--- src/rtl/core_pkg.sv ---
// Shared types for the retirement stage: commit FSM states, trap causes and the per-slot ROB view.
// Pure declarations; no logic, no timing.
package core_pkg;

    localparam int ROB_IDX_W = 5;
    localparam int AREG_W    = 5;
    localparam int CAUSE_W   = 5;

    typedef enum logic [1:0] {
        ST_RUN     = 2'd0,
        ST_FLUSH   = 2'd1,
        ST_RECOVER = 2'd2
    } commit_state_e;

    localparam logic [CAUSE_W-1:0] CAUSE_FETCH_MISALIGN = 5'd0;
    localparam logic [CAUSE_W-1:0] CAUSE_FETCH_FAULT    = 5'd1;
    localparam logic [CAUSE_W-1:0] CAUSE_ILLEGAL_INSTR  = 5'd2;
    localparam logic [CAUSE_W-1:0] CAUSE_BREAKPOINT     = 5'd3;
    localparam logic [CAUSE_W-1:0] CAUSE_LOAD_FAULT     = 5'd5;
    localparam logic [CAUSE_W-1:0] CAUSE_STORE_FAULT    = 5'd7;
    localparam logic [CAUSE_W-1:0] CAUSE_ECALL          = 5'd11;

    // Width-independent per-slot ROB fields; PCs and tags stay on their own ports.
    typedef struct packed {
        logic               valid;
        logic               exc;
        logic [CAUSE_W-1:0] cause;
        logic               is_store;
        logic               is_branch;
        logic               mispred;
        logic               br_taken;
        logic [AREG_W-1:0]  arch_rd;
    } commit_slot_t;

endpackage

--- src/rtl/commit_select.sv ---
// Combinational in-order prefix scan of the ROB head slots with store/branch port limits.
// Zero latency; an unready LSU truncates the prefix at the first store.
module commit_select
    import core_pkg::*;
#(
    parameter int COMMIT_W = 4,
    parameter int MAX_ST   = 1,
    parameter int BP_PORTS = 1,
    parameter int SLOT_W   = (COMMIT_W > 1) ? $clog2(COMMIT_W) : 1,
    parameter int CNT_W    = $clog2(COMMIT_W + 1)
) (
    input  logic                i_en,
    input  commit_slot_t        i_slot [COMMIT_W],
    input  logic                i_lsu_store_ready,
    output logic [COMMIT_W-1:0] o_retire_mask,
    output logic [CNT_W-1:0]    o_retire_cnt,
    output logic                o_exc_vld,
    output logic [SLOT_W-1:0]   o_exc_slot,
    output logic                o_mispred_vld,
    output logic [SLOT_W-1:0]   o_mispred_slot,
    output logic [MAX_ST-1:0]   o_st_lane_vld,
    output logic [SLOT_W-1:0]   o_st_lane_slot [MAX_ST],
    output logic [BP_PORTS-1:0] o_br_lane_vld,
    output logic [SLOT_W-1:0]   o_br_lane_slot [BP_PORTS],
    output logic                o_stall_lsu
);

    logic w_unused_fields;

    always_comb begin
        w_unused_fields = 1'b0;
        for (int i = 0; i < COMMIT_W; i++) begin
            w_unused_fields = w_unused_fields ^ (^i_slot[i].cause) ^ i_slot[i].br_taken ^ (^i_slot[i].arch_rd);
        end
    end

    always_comb begin
        int   w_st_cnt;
        int   w_br_cnt;
        logic w_stop;

        o_retire_mask  = '0;
        o_retire_cnt   = '0;
        o_exc_vld      = 1'b0;
        o_exc_slot     = '0;
        o_mispred_vld  = 1'b0;
        o_mispred_slot = '0;
        o_st_lane_vld  = '0;
        o_br_lane_vld  = '0;
        o_stall_lsu    = 1'b0;
        for (int k = 0; k < MAX_ST; k++) o_st_lane_slot[k] = '0;
        for (int k = 0; k < BP_PORTS; k++) o_br_lane_slot[k] = '0;
        w_st_cnt = 0;
        w_br_cnt = 0;
        w_stop   = !i_en;

        for (int i = 0; i < COMMIT_W; i++) begin
            if (!w_stop) begin
                if (!i_slot[i].valid) begin
                    w_stop = 1'b1;
                end else if (i_slot[i].exc) begin
                    // The faulting slot is popped but has no architectural effect.
                    o_retire_mask[i] = 1'b1;
                    o_retire_cnt     = o_retire_cnt + CNT_W'(1);
                    o_exc_vld        = 1'b1;
                    o_exc_slot       = SLOT_W'(i);
                    w_stop           = 1'b1;
                end else if (i_slot[i].is_store && (w_st_cnt >= MAX_ST || !i_lsu_store_ready)) begin
                    w_stop      = 1'b1;
                    o_stall_lsu = (w_st_cnt < MAX_ST);
                end else if (i_slot[i].is_branch && w_br_cnt >= BP_PORTS) begin
                    w_stop = 1'b1;
                end else begin
                    o_retire_mask[i] = 1'b1;
                    o_retire_cnt     = o_retire_cnt + CNT_W'(1);
                    if (i_slot[i].is_store) begin
                        for (int k = 0; k < MAX_ST; k++) begin
                            if (k == w_st_cnt) begin
                                o_st_lane_vld[k]  = 1'b1;
                                o_st_lane_slot[k] = SLOT_W'(i);
                            end
                        end
                        w_st_cnt = w_st_cnt + 1;
                    end
                    if (i_slot[i].is_branch) begin
                        for (int k = 0; k < BP_PORTS; k++) begin
                            if (k == w_br_cnt) begin
                                o_br_lane_vld[k]  = 1'b1;
                                o_br_lane_slot[k] = SLOT_W'(i);
                            end
                        end
                        w_br_cnt = w_br_cnt + 1;
                        if (i_slot[i].mispred) begin
                            o_mispred_vld  = 1'b1;
                            o_mispred_slot = SLOT_W'(i);
                            w_stop         = 1'b1;
                        end
                    end
                end
            end
        end
    end

endmodule

--- src/rtl/commit_unit_v2.sv ---
// In-order retirement: ARF/free-list/committed-RAT update, store and predictor commit, flush/recover FSM.
// Retire count is combinational, side effects one cycle later; LSU not-ready blocks the first store and younger slots.
module commit_unit_v2
    import core_pkg::*;
#(
    parameter int COMMIT_W  = 4,
    parameter int XLEN      = 32,
    parameter int ARCH_REGS = 32,
    parameter int PHYS_W    = 6,
    parameter int ROB_IDX_W = core_pkg::ROB_IDX_W,
    parameter int MAX_ST    = 1,
    parameter int BP_PORTS  = 1
) (
    input  logic                         i_clk,
    input  logic                         i_reset,
    input  logic [COMMIT_W-1:0]          i_rob_valid,
    input  logic [ROB_IDX_W-1:0]         i_rob_head_idx,
    input  logic [AREG_W-1:0]            i_rob_arch_rd     [COMMIT_W],
    input  logic [PHYS_W-1:0]            i_rob_phys_rd     [COMMIT_W],
    input  logic [COMMIT_W-1:0]          i_rob_exc,
    input  logic [CAUSE_W-1:0]           i_rob_cause       [COMMIT_W],
    input  logic [COMMIT_W-1:0]          i_rob_is_store,
    input  logic [COMMIT_W-1:0]          i_rob_is_branch,
    input  logic [COMMIT_W-1:0]          i_rob_mispred,
    input  logic [COMMIT_W-1:0]          i_rob_br_taken,
    input  logic [XLEN-1:0]              i_rob_pc          [COMMIT_W],
    input  logic [XLEN-1:0]              i_rob_br_target   [COMMIT_W],
    input  logic                         i_rob_empty,
    output logic [$clog2(COMMIT_W+1)-1:0] o_rob_retire_cnt,
    output logic [PHYS_W-1:0]            o_prf_rtag        [COMMIT_W],
    input  logic [XLEN-1:0]              i_prf_rdata       [COMMIT_W],
    output logic [COMMIT_W-1:0]          o_arf_wen,
    output logic [AREG_W-1:0]            o_arf_waddr       [COMMIT_W],
    output logic [XLEN-1:0]              o_arf_wdata       [COMMIT_W],
    output logic [COMMIT_W-1:0]          o_free_en,
    output logic [PHYS_W-1:0]            o_free_phys       [COMMIT_W],
    input  logic                         i_lsu_store_ready,
    output logic [MAX_ST-1:0]            o_lsu_commit_en,
    output logic [ROB_IDX_W-1:0]         o_lsu_commit_rob_idx [MAX_ST],
    output logic [BP_PORTS-1:0]          o_bp_upd_en,
    output logic [XLEN-1:0]              o_bp_upd_pc       [BP_PORTS],
    output logic [XLEN-1:0]              o_bp_upd_target   [BP_PORTS],
    output logic [BP_PORTS-1:0]          o_bp_upd_taken,
    input  logic [XLEN-1:0]              i_trap_vec,
    output logic                         o_exception_valid,
    output logic [CAUSE_W-1:0]           o_exception_cause,
    output logic [XLEN-1:0]              o_exception_pc,
    output logic                         o_flush_pipeline,
    output logic [XLEN-1:0]              o_flush_pc,
    output logic                         o_rat_restore_en,
    output logic [PHYS_W-1:0]            o_crat_tag        [ARCH_REGS],
    output logic [63:0]                  o_perf_retired,
    output logic [63:0]                  o_perf_flushes,
    output logic [63:0]                  o_perf_stall_lsu
);

    localparam int SLOT_W = (COMMIT_W > 1) ? $clog2(COMMIT_W) : 1;
    localparam int CNT_W  = $clog2(COMMIT_W + 1);

    commit_state_e         r_state, w_state_nxt;
    commit_slot_t          w_slot [COMMIT_W];

    logic [COMMIT_W-1:0]   w_retire_mask;
    logic [CNT_W-1:0]      w_retire_cnt;
    logic                  w_exc_vld, w_mispred_vld, w_stall_lsu, w_take_flush;
    logic [SLOT_W-1:0]     w_exc_slot, w_mispred_slot;
    logic [MAX_ST-1:0]     w_st_lane_vld;
    logic [SLOT_W-1:0]     w_st_lane_slot [MAX_ST];
    logic [BP_PORTS-1:0]   w_br_lane_vld;
    logic [SLOT_W-1:0]     w_br_lane_slot [BP_PORTS];

    logic [COMMIT_W-1:0]   w_wen;
    logic [PHYS_W-1:0]     w_prev [COMMIT_W];
    logic [PHYS_W-1:0]     w_crat_nxt [ARCH_REGS];

    logic [PHYS_W-1:0]     r_crat [ARCH_REGS];
    logic [COMMIT_W-1:0]   r_arf_wen, r_free_en;
    logic [AREG_W-1:0]     r_arf_waddr [COMMIT_W];
    logic [XLEN-1:0]       r_arf_wdata [COMMIT_W];
    logic [PHYS_W-1:0]     r_free_phys [COMMIT_W];
    logic [MAX_ST-1:0]     r_lsu_commit_en;
    logic [ROB_IDX_W-1:0]  r_lsu_commit_rob_idx [MAX_ST];
    logic [BP_PORTS-1:0]   r_bp_upd_en, r_bp_upd_taken;
    logic [XLEN-1:0]       r_bp_upd_pc [BP_PORTS];
    logic [XLEN-1:0]       r_bp_upd_target [BP_PORTS];
    logic                  r_exception_valid, r_flush_pipeline, r_rat_restore_en;
    logic [CAUSE_W-1:0]    r_exception_cause;
    logic [XLEN-1:0]       r_exception_pc, r_flush_pc;
    logic [63:0]           r_perf_retired, r_perf_flushes, r_perf_stall_lsu;

    always_comb begin
        for (int i = 0; i < COMMIT_W; i++) begin
            w_slot[i].valid     = i_rob_valid[i];
            w_slot[i].exc       = i_rob_exc[i];
            w_slot[i].cause     = i_rob_cause[i];
            w_slot[i].is_store  = i_rob_is_store[i];
            w_slot[i].is_branch = i_rob_is_branch[i];
            w_slot[i].mispred   = i_rob_mispred[i];
            w_slot[i].br_taken  = i_rob_br_taken[i];
            w_slot[i].arch_rd   = i_rob_arch_rd[i];
        end
    end

    commit_select #(
        .COMMIT_W (COMMIT_W),
        .MAX_ST   (MAX_ST),
        .BP_PORTS (BP_PORTS),
        .SLOT_W   (SLOT_W),
        .CNT_W    (CNT_W)
    ) u_select (
        .i_en              (r_state == ST_RUN),
        .i_slot            (w_slot),
        .i_lsu_store_ready (i_lsu_store_ready),
        .o_retire_mask     (w_retire_mask),
        .o_retire_cnt      (w_retire_cnt),
        .o_exc_vld         (w_exc_vld),
        .o_exc_slot        (w_exc_slot),
        .o_mispred_vld     (w_mispred_vld),
        .o_mispred_slot    (w_mispred_slot),
        .o_st_lane_vld     (w_st_lane_vld),
        .o_st_lane_slot    (w_st_lane_slot),
        .o_br_lane_vld     (w_br_lane_vld),
        .o_br_lane_slot    (w_br_lane_slot),
        .o_stall_lsu       (w_stall_lsu)
    );

    assign w_take_flush = w_exc_vld | w_mispred_vld;

    // Previous mapping chains through older same-group writers; ascending order lets the youngest win.
    always_comb begin
        w_crat_nxt = r_crat;
        for (int j = 0; j < COMMIT_W; j++) begin
            w_wen[j]  = w_retire_mask[j] & ~i_rob_exc[j] & (i_rob_arch_rd[j] != '0);
            w_prev[j] = r_crat[i_rob_arch_rd[j]];
            for (int k = 0; k < COMMIT_W; k++) begin
                if (k < j && w_wen[k] && i_rob_arch_rd[k] == i_rob_arch_rd[j]) begin
                    w_prev[j] = i_rob_phys_rd[k];
                end
            end
            if (w_wen[j]) begin
                w_crat_nxt[i_rob_arch_rd[j]] = i_rob_phys_rd[j];
            end
        end
    end

    always_comb begin
        w_state_nxt = r_state;
        case (r_state)
            ST_RUN:     if (w_take_flush) w_state_nxt = ST_FLUSH;
            ST_FLUSH:   w_state_nxt = ST_RECOVER;
            ST_RECOVER: if (i_rob_empty) w_state_nxt = ST_RUN;
            default:    w_state_nxt = ST_RUN;
        endcase
    end

    always_ff @(posedge i_clk) begin
        if (i_reset) begin
            r_state           <= ST_RUN;
            for (int r = 0; r < ARCH_REGS; r++) r_crat[r] <= PHYS_W'(r);
            r_arf_wen         <= '0;
            r_free_en         <= '0;
            for (int i = 0; i < COMMIT_W; i++) begin
                r_arf_waddr[i] <= '0;
                r_arf_wdata[i] <= '0;
                r_free_phys[i] <= '0;
            end
            r_lsu_commit_en   <= '0;
            for (int k = 0; k < MAX_ST; k++) r_lsu_commit_rob_idx[k] <= '0;
            r_bp_upd_en       <= '0;
            r_bp_upd_taken    <= '0;
            for (int k = 0; k < BP_PORTS; k++) begin
                r_bp_upd_pc[k]     <= '0;
                r_bp_upd_target[k] <= '0;
            end
            r_exception_valid <= 1'b0;
            r_exception_cause <= '0;
            r_exception_pc    <= '0;
            r_flush_pipeline  <= 1'b0;
            r_flush_pc        <= '0;
            r_rat_restore_en  <= 1'b0;
            r_perf_retired    <= '0;
            r_perf_flushes    <= '0;
            r_perf_stall_lsu  <= '0;
        end else begin
            r_state   <= w_state_nxt;
            r_crat    <= w_crat_nxt;
            r_arf_wen <= w_wen;
            r_free_en <= w_wen;
            for (int i = 0; i < COMMIT_W; i++) begin
                r_arf_waddr[i] <= w_wen[i] ? i_rob_arch_rd[i] : '0;
                r_arf_wdata[i] <= w_wen[i] ? i_prf_rdata[i]   : '0;
                r_free_phys[i] <= w_wen[i] ? w_prev[i]        : '0;
            end
            r_lsu_commit_en <= w_st_lane_vld;
            for (int k = 0; k < MAX_ST; k++) begin
                r_lsu_commit_rob_idx[k] <= w_st_lane_vld[k] ?
                    i_rob_head_idx + ROB_IDX_W'(w_st_lane_slot[k]) : '0;
            end
            r_bp_upd_en <= w_br_lane_vld;
            for (int k = 0; k < BP_PORTS; k++) begin
                r_bp_upd_taken[k]  <= w_br_lane_vld[k] & i_rob_br_taken[w_br_lane_slot[k]];
                r_bp_upd_pc[k]     <= w_br_lane_vld[k] ? i_rob_pc[w_br_lane_slot[k]]        : '0;
                r_bp_upd_target[k] <= w_br_lane_vld[k] ? i_rob_br_target[w_br_lane_slot[k]] : '0;
            end
            r_flush_pipeline  <= w_take_flush;
            r_exception_valid <= w_exc_vld;
            r_exception_cause <= w_exc_vld ? i_rob_cause[w_exc_slot] : '0;
            r_exception_pc    <= w_exc_vld ? i_rob_pc[w_exc_slot]    : '0;
            r_flush_pc        <= w_exc_vld     ? i_trap_vec :
                                 w_mispred_vld ? i_rob_br_target[w_mispred_slot] : '0;
            r_rat_restore_en  <= (r_state == ST_FLUSH);
            r_perf_retired    <= r_perf_retired + 64'(w_retire_cnt) - 64'(w_exc_vld);
            r_perf_flushes    <= r_perf_flushes + 64'(w_take_flush);
            r_perf_stall_lsu  <= r_perf_stall_lsu + 64'(w_stall_lsu);
        end
    end

    assign o_rob_retire_cnt     = w_retire_cnt;
    assign o_prf_rtag           = i_rob_phys_rd;
    assign o_arf_wen            = r_arf_wen;
    assign o_arf_waddr          = r_arf_waddr;
    assign o_arf_wdata          = r_arf_wdata;
    assign o_free_en            = r_free_en;
    assign o_free_phys          = r_free_phys;
    assign o_lsu_commit_en      = r_lsu_commit_en;
    assign o_lsu_commit_rob_idx = r_lsu_commit_rob_idx;
    assign o_bp_upd_en          = r_bp_upd_en;
    assign o_bp_upd_pc          = r_bp_upd_pc;
    assign o_bp_upd_target      = r_bp_upd_target;
    assign o_bp_upd_taken       = r_bp_upd_taken;
    assign o_exception_valid    = r_exception_valid;
    assign o_exception_cause    = r_exception_cause;
    assign o_exception_pc       = r_exception_pc;
    assign o_flush_pipeline     = r_flush_pipeline;
    assign o_flush_pc           = r_flush_pc;
    assign o_rat_restore_en     = r_rat_restore_en;
    assign o_crat_tag           = r_crat;
    assign o_perf_retired       = r_perf_retired;
    assign o_perf_flushes       = r_perf_flushes;
    assign o_perf_stall_lsu     = r_perf_stall_lsu;

endmodule

--- config.mk ---
export PLATFORM = sky130hd
export DESIGN_NAME = commit_unit_v2
export DESIGN_NICKNAME = d
export VERILOG_FILES = /design/src/rtl/core_pkg.sv /design/src/rtl/commit_select.sv /design/src/rtl/commit_unit_v2.sv
export SDC_FILE = /design/constraint.sdc
export NUM_CORES = 2
export LEC_CHECK = 0
export BUFFER_PORTS_ARGS = -buffer_cell sky130_fd_sc_hd__buf_4
export CAP_MARGIN = 5
export CORE_AREA = 2 2 484 486
export CTS_BUF_LIST = sky130_fd_sc_hd__clkbuf_16
export CTS_CLUSTER_SIZE = 12
export DETAILED_ROUTE_END_ITERATION = 6
export DIE_AREA = 0 0 486 488
export PLACE_DENSITY = 0.41
export SLEW_MARGIN = 20
export SYNTH_ARGS = -nofsm -noshare
export SYNTH_HDL_FRONTEND = slang
export SYNTH_HIERARCHICAL = 1
export SYNTH_SLANG_ARGS = --single-unit
--- constraint.sdc ---
create_clock -name i_clk -period 16.2 [get_ports i_clk]
set_input_delay 0.81 -clock i_clk [delete_from_list [all_inputs] [get_ports i_clk]]
set_output_delay 0.81 -clock i_clk [all_outputs]
set_load 0.02 [all_outputs]
==> impl_metrics.yaml <==
critical_path:
  critPathRequiredTime_ps: 16790
  crit_top_cell: "ha_1"
  worstReg2RegEnd: "o_perf_retired[49]$_SDFF_PP0_"
  r2r-start: "r_state[1]$_SDFFE_PP0P_"
  r2r_slack_ps: 8710
  critPathSlowestCell: "xnor2_1"
  cpPeakStageDelay_ps: 510
  cp-start-kind: "flop"
  cp_max_fo: 10
  worstSetupPathType: "reg2reg"
  rr_worst_depth: 29
  cp_data_arrival_time_ps: 8070
  crit_path_end_kind: "flop"
routing:
  wl_per_cell_um: 30.44
  wl_met3_um: 26490
  via_count: 44590
  drc: 1
  drtPass1Iterations: 7
  first_iter_violations: 4407
  met1_length_um: 106800
  wl_met2_um: 120100
  viasPerCell: 5.021
  postRouteAntennaNets: 0
  wl_um: 270400
  topRoutingLayerUsed: "met5"
final_layout:
  final_common_cell: "buf_4"
  final_util_pct: 25.26
  fin_cells: 8882
  layout.nets: 6342
  drive_gt1_share_pct: 32.28
  area_growth_syn_to_layout_pct: 34.69
  final_cell_mix: "buf_4, dfxtp_1, nor2_1"
cts:
  cts-root-buf: "clkbuf_16"
  cts_hold_buf: 0
  clock_sinks: 706
  htreeDepth: 3
  insertion_delay_ps: 760
  clkTransAtPathRegs_ps: 60
  post_cts_resized: 0
  clock_path_buffers: 3
  cts_tree: "done"
  numCtsBuffers: 98
  post-cts-setup-buffers: 0
sta:
  rsz0062_at_grt: "no"
  fmax_ghz: 0.1336
  period_share_pct: 46.22
  fin_worst_skew_ps: 73.57
  setup_tns_ps: 0
  maxSlewHeadroom_pct: 18.14
  setup_viol_count_final: 0
  slew_violations: 0
  worst_slack_ps: 8713
  worstMarginPinSlew_ps: 1222
  finalHoldWorstSlack_ps: 234.6
  fin_crit_ps: 7487
  hold_viol: 0
synthesis:
  yosys_most_used_dff: "dfxtp_1"
  synth_top_area_share_pct: 32.51
  syn_avg_cell_area_um2: 9.081
  synth_nets: 5384
  synth_area_um2: 43480
  yosys_register_bits: 706
  ys_warn_count: 6
  synth_area_leaders: "dfxtp_1, mux4_2, nor2_1"
  ys_seq_area_share_pct: 32.51
  synthArstFlopShare_pct: 0
  synth_edf_count: 0
  syn_inst: 4788
  ys_types: 89
  synth_area_leader_cell: "dfxtp_1"
die:
  dieArea_um2: 237200
  start_util_pct: 18.75
  coreArea_um2: 231900
  io_pins: 1248
  fp.dieH_um: 488
  die_width_um: 486
  rows: 177
outcome:
  outcome: "finished with violations"
  violations: "design-rule violations"
min_path:
  worstHoldStart: "i_prf_rdata[86]"
  holdPathEnd: "o_arf_wdata[86]$_SDFF_PP0_"
  hold_class: "in2reg"
  whs_path_depth: 2
pwr:
  ir_worst_vdd_uv: 94.41
  p_clk_share_pct: 34.6
  p_int_mw: 3.923
  p_sw_share_pct: 37.89
  combPwrFrac_pct: 34.4
  power_density_nw_per_um2: 107.9
  seqPwrFrac_pct: 31.0
  p_leak_nw: 23.99
  power.switching_mw: 2.393
global_route:
  grt_first_pass_wirelength_um: 362200
  grt_max_degree: 78
  antenna_found_initial: 30
  grtUsageTotal_pct: 21.66
  first_global_vias: 42610
  grt_overflow: 0
place:
  dpl.cell_count: 8689
  numPortBuffers: 1247
  hpwl_um: 200700
  gp_congestion: 0.9467
  preCtsSetupSlack_ps: 8296
run:
  max-cap-violations: 0
## sequential cells by signal (all words and copies together) (netlist names), 20 cells and up
signal            count
o_arf_wdata         128
o_flush_pc           32
o_bp_upd_target      32
o_arf_waddr          20
o_free_phys          24
o_perf_stall_lsu     64
o_perf_flushes       64
o_exception_pc       32
o_bp_upd_pc          32
o_crat_tag          192
o_perf_retired       64
## critical path, delay by kind of cell (launching register included)
kind,cells,cell delay [ps]
xor gates and xnor gates,1,510
adders and majority gates,4,1050
buffers and inverters,3,280
AOI/OAI and AO/OA,10,2630
muxes,2,770
DFF,1,340
and+or+nand+nor,9,1750
## power by group through the flow
stage	registers (mW)	clock network, mW	logic [mW]
after CTS	1.95	2.26	2.16
after floorplan	2.02	0	1.35
final	1.96	2.19	2.17
after global placement	1.99	0	2.15
after detailed placement	1.98	0	2.14
after global routing	1.96	2.31	2.38
## worst max path at each step
stage	slack, ps	from	cells past startpoint	to
floorplan	9630	i_rob_is_store[0]	30	o_perf_retired[59]$_SDFF_PP0_
global placement	8330	i_rob_exc[0]	29	o_perf_retired[49]$_SDFF_PP0_
detailed placement	8300	i_rob_exc[0]	29	o_perf_retired[49]$_SDFF_PP0_
CTS	8550	r_state[1]$_SDFFE_PP0P_	29	o_perf_retired[49]$_SDFF_PP0_
global route	7890	r_state[1]$_SDFFE_PP0P_	29	o_perf_retired[49]$_SDFF_PP0_
finish	8710	r_state[1]$_SDFFE_PP0P_	29	o_perf_retired[49]$_SDFF_PP0_
## logic make-up after synthesis
logic type | share of synthesized area [%]
flops | 32.51
buf+inv | 5.304
compound gates | 15.33
simple gates | 18.58
xor+xnor | 3.767
fa+ha+maj | 2.423
mux | 22.09
## cell usage after synthesis, types with 6 or more instances
cell / n
a21oi_1: 354
and2_1: 262
nor4_1: 13
a22oi_1: 23
nand3_1: 97
mux2_2: 14
o31ai_1: 8
o211a_1: 9
a221oi_1: 17
or2_2: 48
nand4_1: 38
nor3b_1: 15
a21o_1: 25
nor3_1: 43
and4_1: 11
mux4_2: 332
nor2_1: 610
inv_1: 130
clkbuf_1: 339
and3_1: 27
ha_1: 81
buf_2: 19
or3_1: 34
nor2b_1: 42
a211oi_1: 225
a22o_1: 47
buf_1: 48
o22ai_1: 12
o21ai_0: 159
nand2b_1: 51
mux2i_1: 194
a31oi_1: 21
xnor2_1: 75
nand2_1: 324
o21bai_1: 29
a211o_1: 6
xor2_1: 112
o21a_1: 11
o211ai_1: 62
buf_4: 33
dfxtp_1: 706
nand3b_1: 7
## area by class of cell
cell class	instances	area (um^2)
fill	25010	173300
multi-input combinational	3511	27180
sequential	706	14130
timing repair buffer	1299	9759
tap	3043	3807
clock buffer	98	2452
clock inverter	80	705.7
inverter	130	488.0
antenna	15	37.54
## routing by layer
metal	global-route usage [%]	vias to the layer above
met5	0	-
met4	11.51	6
met3	6.680	685
met2	33.59	2681
met1	26.80	22050
li1	-	19180
## metrics by stage
stage               total power, mW  cell area, um^2
finish                        6.317            58560
global route                  6.657            58540
CTS                           6.364            58520
detailed placement            4.123            55360
global placement              4.140            55340
floorplan                     3.373            43480
(Power assumes the default switching activity.)
